==> config.mk <==
export PLATFORM = sky130hd
export DESIGN_NAME = grid_step_sequencer
export DESIGN_NICKNAME = d
export VERILOG_FILES = /design/src/rtl/grid_step_sequencer.sv
export SDC_FILE = /design/constraint.sdc
export NUM_CORES = 1
export LEC_CHECK = 0
export CORE_MARGIN = 1
export CORE_UTILIZATION = 50
export CTS_CLUSTER_DIAMETER = 60
export DETAILED_ROUTE_END_ITERATION = 10
export GPL_TIMING_DRIVEN = 1
export PLACE_DENSITY = 0.87
export REMOVE_ABC_BUFFERS = 1
export SLEW_MARGIN = 30
export SYNTH_ARGS = -nofsm -noshare
export SYNTH_HDL_FRONTEND = slang
export SYNTH_SLANG_ARGS = --single-unit
==> constraint.sdc <==
create_clock -name i_clk -period 3.5 [get_ports i_clk]
set_clock_uncertainty 0.05 [all_clocks]
set_input_delay 1.05 -clock i_clk [delete_from_list [all_inputs] [get_ports i_clk]]
set_output_delay 1.05 -clock i_clk [all_outputs]
set_load 0.02 [all_outputs]
==> src/rtl/grid_step_sequencer.sv <==
// Timestep controller for the physics-accelerator cell grid: issues clear/load/shift
// strobes, spaces shifts by a settle gap, and optionally hands off a snapshot per step.
module grid_step_sequencer #(
    parameter int STEP_W     = 16,
    parameter int SETTLE_CYC = 2
) (
    input  logic              i_clk,
    input  logic              i_reset_n,
    input  logic              i_start,
    input  logic              i_init_load,
    input  logic [STEP_W-1:0] i_num_steps,
    input  logic              i_abort,
    input  logic              i_snap_en,
    input  logic              i_snap_ready,
    output logic              o_cell_reset,
    output logic              o_cell_load,
    output logic              o_cell_shift,
    output logic              o_snap_valid,
    output logic              o_busy,
    output logic              o_done,
    output logic [STEP_W-1:0] o_step_count
);

    localparam int CNT_W = (SETTLE_CYC > 1) ? $clog2(SETTLE_CYC) : 1;
    localparam logic [CNT_W-1:0] SETTLE_LAST = CNT_W'(SETTLE_CYC - 1);

    localparam logic [2:0] S_IDLE   = 3'd0;
    localparam logic [2:0] S_CLEAR  = 3'd1;
    localparam logic [2:0] S_LOAD   = 3'd2;
    localparam logic [2:0] S_SETTLE = 3'd3;
    localparam logic [2:0] S_SHIFT  = 3'd4;
    localparam logic [2:0] S_SNAP   = 3'd5;
    localparam logic [2:0] S_DONE   = 3'd6;

    logic [2:0]        r_state;
    logic [2:0]        w_next_state;
    logic [CNT_W-1:0]  r_settle_cnt;
    logic [STEP_W-1:0] r_step_count;
    logic [STEP_W-1:0] r_num_steps;
    logic              r_snap_en;
    logic [STEP_W-1:0] w_count_inc;

    // The count never exceeds num_steps, so this increment cannot overflow.
    assign w_count_inc = r_step_count + 1'b1;

    always_comb begin
        w_next_state = r_state;
        case (r_state)
            S_IDLE: begin
                if (i_start) begin
                    if (i_init_load)
                        w_next_state = S_CLEAR;
                    else if (i_num_steps == '0)
                        w_next_state = S_DONE;
                    else
                        w_next_state = S_SETTLE;
                end
            end
            S_CLEAR:  w_next_state = S_LOAD;
            S_LOAD:   w_next_state = (r_num_steps == '0) ? S_DONE : S_SETTLE;
            S_SETTLE: w_next_state = (r_settle_cnt == '0) ? S_SHIFT : S_SETTLE;
            S_SHIFT: begin
                if (r_snap_en)
                    w_next_state = S_SNAP;
                else if (w_count_inc == r_num_steps)
                    w_next_state = S_DONE;
                else
                    w_next_state = S_SETTLE;
            end
            S_SNAP: begin
                if (i_snap_ready)
                    w_next_state = (r_step_count == r_num_steps) ? S_DONE : S_SETTLE;
            end
            S_DONE:   w_next_state = S_IDLE;
            default:  w_next_state = S_IDLE;
        endcase
        // Abort wins over every other transition out of a busy state.
        if (i_abort && (r_state != S_IDLE))
            w_next_state = S_IDLE;
    end

    always_ff @(posedge i_clk) begin
        if (!i_reset_n) begin
            r_state      <= S_IDLE;
            r_settle_cnt <= SETTLE_LAST;
            r_step_count <= '0;
            r_num_steps  <= '0;
            r_snap_en    <= 1'b0;
        end else begin
            r_state <= w_next_state;
            if (r_state == S_SETTLE) begin
                if (r_settle_cnt != '0)
                    r_settle_cnt <= r_settle_cnt - 1'b1;
            end else begin
                r_settle_cnt <= SETTLE_LAST;
            end
            if ((r_state == S_IDLE) && i_start) begin
                r_num_steps  <= i_num_steps;
                r_snap_en    <= i_snap_en;
                r_step_count <= '0;
            end else if (r_state == S_SHIFT) begin
                r_step_count <= w_count_inc;
            end
        end
    end

    assign o_cell_reset = (r_state == S_CLEAR);
    assign o_cell_load  = (r_state == S_LOAD);
    assign o_cell_shift = (r_state == S_SHIFT);
    assign o_snap_valid = (r_state == S_SNAP);
    assign o_busy       = (r_state != S_IDLE);
    assign o_done       = (r_state == S_DONE);
    assign o_step_count = r_step_count;

endmodule

==> results list, run 1 <==
- Measured against its own limit, the worst slew margin works out to a little over three fifths.
- Count of H-tree levels built during CTS: 2
- Prior to clock tree synthesis, the placed netlist has a worst setup slack of 0.441 ns.
- Net load switching power: 0.000334 W
- Counting distinct cell types in the post-synthesis netlist gives 56.
- Summing all placed instances gives a cell area of around 2700 um2.
- Critical path endpoint category: primary output
- Vias in the first global route: 2008
- Summing the sequential cell areas from Yosys gives 31.8% of the chip area.
- Number of vias per cell: approximately 5.7
- Leakage: approximately 1.0 nW
* Outcome: finished clean
- Clock Latency Late Sink: 0.29 ns
- TritonCTS Buffers: 5
* Crit-path max cell delay: 0.64 ns
* Number of antenna diodes: 0
* Arrival time of data at the critical path endpoint: 2.17 ns
* Switching portion of total power: 29.4%
- Most used flip-flop cell after synthesis: dfxtp_1
* Design Power: 0.00114 W
* Number of DRC violations after detailed routing: 0
- Minimum setup slack in the final design: 0.233 ns
- Post-Route Setup TNS: 0 ns
- Final HPWL from detailed placement: approximately 4100 um
- Combined buffer and inverter count along the critical path: 3
- TritonCTS built the clock tree.
- Final period util: 93.4%
- By instance count, the cell type seen most on the critical path is inv_1.
* Critical path data required time: about 2.4 ns
- Setup repair after global routing left no endpoint under its margin.
- The tree is rooted in a clkbuf_8.
* Number of primary I/O pins: 45
* Tightest Hold Check Type: reg -> reg
- Bufs on Longest Clock Path: 2
- Max-cap violations in this run came to 0.
- Among cell families on the critical path, the largest total delay comes from buffers and inverters.
- Number of synthesis warnings: 0
- Critical Path Source Type: flop
- Worst Max-Slew Pin Slew: 0.554 ns
* Layout area overhead: 23.2%
- Setup violations remaining at the end of the flow were counted as 0.
- After the flow finishes, the layout carries non-filler instances totaling between 300 and 400.
- Cell breakdown of the critical path: inv_1 > or3_1 > inv_1 > clkdlybuf4s50_1
- Number of nets in the final layout: 351
- After clock tree synthesis, the repair step resized 0 gates.
- Last weighted congestion value of the routability-driven placer: 0.888
- Of all nets on the critical path, the largest fanout is 9.
- Synthesized cell area: 2330 um2
- Power share of the combinational group: 23.2%
* Pins Over Slew Limit: 0
* Area share of the largest cell type after synthesis: 31.8%
- The first global-routing pass estimated 9350 um of wire.
- The tree built by TritonCTS fans out to 37 sinks.
* Via count of the routed design: 2167
* Cells after Synth: roughly 290
* Input/output buffers: 44
* Cell with the largest stage delay on the worst path: clkdlybuf4s50_1
- Based on the critical path, the design can be clocked at up to 0.306 GHz.
* Post-route standard cell area excluding fillers: 2870 um2
* Die width: 70.2 um
- Total of hold buffers inserted after clock tree synthesis: 0
* Syn_area_per_cell: about 8.1 um2
- DR iter-0 viols: 217
- Shortest period the worst path allows: 3.27 ns
* Clock-pin slew on the worst setup and hold paths: 0.08 ns
- The count of nets left with antenna violations once routing finished came out at 0.
* Largest area contributor in the netlist: dfxtp_1
* Largest net degree at the start of global routing: 21
* Total GRT Usage: a little under a quarter
- Hold Violations, Final: 0
- The floorplan has 24 rows.
- Average detailed-routed wire length per instance: 14.2 um
- Reg power frac: 42.6%
- The total overflow left after global routing is 0.
- IR analysis of the VDD net gives a maximum drop of 0.282 mV.
* Synth async-reset ratio: 0%
- Starting density of the core: 52.7%
- The initial antenna violation count came to 0.
- The clock network burns between 30 and 40% of the power.
* Category of the most critical setup path: reg -> out
- Instance count after placement with tap cells included: ~370
- By area the synthesized netlist is led by dfxtp_1, nand2_1, xnor2_1.
- In this run the power density over the cells is 396 nW/um2.
- Length of the first detailed-routing pass in iterations: 4
- Number of enable-type register cells in the synthesized netlist: 0
- Measured along the y axis, the die boundary spans ~70 um.
- The core region is 4410 um2.
- The post-route netlist has 8.23% of its cells at a drive strength greater than 1.
* Setup bufs post-CTS: 0
* Cell internal power dissipation: 0.000802 W
- The die covers 4930 um2.
- Synthesis inferred 37 register bits.
- Wires add up to 5390 um.
-- per-layer routing --
| metal | routed length (um) | part of all wire (%) | track usage (%) |
|---|---|---|---|
| met3 | 282 | 5.2 | 4.47 |
| met4 | 61 | 1.1 | 7.78 |
| met1 | 2460 | 46 | 32.0 |
| met5 | 0 | 0 | 0 |
| met2 | 2580 | 48 | 38.0 |
-- synth_stat cells (2+ instances only) --
master	count
nor3_1	7
buf_4	5
clkbuf_8	3
buf_2	2
nand2_1	51
clkbuf_1	5
xor2_1	14
a21boi_0	17
o21ai_0	6
nand3_1	7
and4_1	2
dfxtp_1	37
a211o_1	2
nor4b_1	2
nor3_2	3
o22ai_1	2
or3_1	6
inv_1	8
nor4_1	10
and3_1	3
a21oi_1	11
nor2_1	23
nand4_1	8
nand3_4	2
xnor2_1	21
-- sequential cells by signal, indices dropped and copies added (netlist names) --
| signal | cells |
|---|---|
| o_step_count | 16 |
| r_num_steps | 16 |
| r_state | 3 |
| r_settle_cnt | 1 |
| r_snap_en | 1 |
-- worst min-delay path, cell delays in order, from the launching register on --
cell,delay [ns]
dfxtp_1,0.33
nand2_1,0.06
a21boi_0,0.07
-- path summary, 6_finish.rpt --
| check | startpoint | end | slack (ns) | cells after the start |
|---|---|---|---|---|
| setup reg to reg | o_step_count[0] | r_state[0] | 1.12 | 8 |
| setup / recovery | r_state[2] | o_cell_shift | 0.23 | 4 |
| hold reg to reg | r_num_steps[8] | r_num_steps[8] | 0.45 | 2 |
| hold / removal | r_num_steps[8] | r_num_steps[8] | 0.45 | 2 |
-- cell families after synthesis --
group	share of synthesized area, %
AO/OA/AOI/OAI	15.5
XOR/XNOR	13.2
adder cells (fa/ha/maj)	0.537
buffers and inverters	6.56
flip-flops	31.8
multiplexers	0.430
AND/OR/NAND/NOR	32.0
-- cell usage in the layout (no fill, tap or decap), drive strengths merged, types with 2 or more instances in the layout --
cell / n
o22ai: 2
nor3: 10
or3: 6
a21oi: 11
nor4b: 2
nand4: 8
xnor2: 21
or2: 2
nand2: 51
nor2: 23
and4: 2
nand3: 9
nor4: 12
inv: 8
a21boi: 17
clkdlybuf4s50: 44
o21ai: 7
dfxtp: 37
and3: 4
xor2: 14
buf: 5
clkbuf: 6
a211o: 2
a311oi: 2
-- through the flow --
step | util (%) | hold WS (ns)
floorplan | - | 0.418
global placement | 62.3 | 0.433
detailed placement | 62.3 | 0.442
CTS | 65.0 | 0.453
global route | 65.0 | 0.474
finish | 65.0 | 0.453
-- power by group through the flow --
stage,Sequential [W],Combinational (W),Clock (W)
final,0.000484,0.000264,0.000388
after global routing,0.000488,0.000296,0.000420
after CTS,0.000483,0.000264,0.000395
after detailed placement,0.000492,0.000261,0
after global placement,0.000491,0.000255,0
after floorplan,0.000485,0.000165,0
-- area by class of cell --
type                            instances  area [um2]
Sequential cell                        37         741
Inverter                                8        30.0
Multi-Input combinational cell        226        1440
Clock inverter                          2        37.5
Timing Repair Buffer                   49         478
Fill cell                             375        1550
Tap cell                               52        65.1
Clock buffer                            6        82.6
Power figures use the tool's default switching activity.
==> inputs of run 2 (changes only) <==
CTS_BUF_LIST = sky130_fd_sc_hd__clkbuf_8   (was unset)
==> results of run 2 <==
The final DEF is identical to that of run 1; final timing and power are the same.
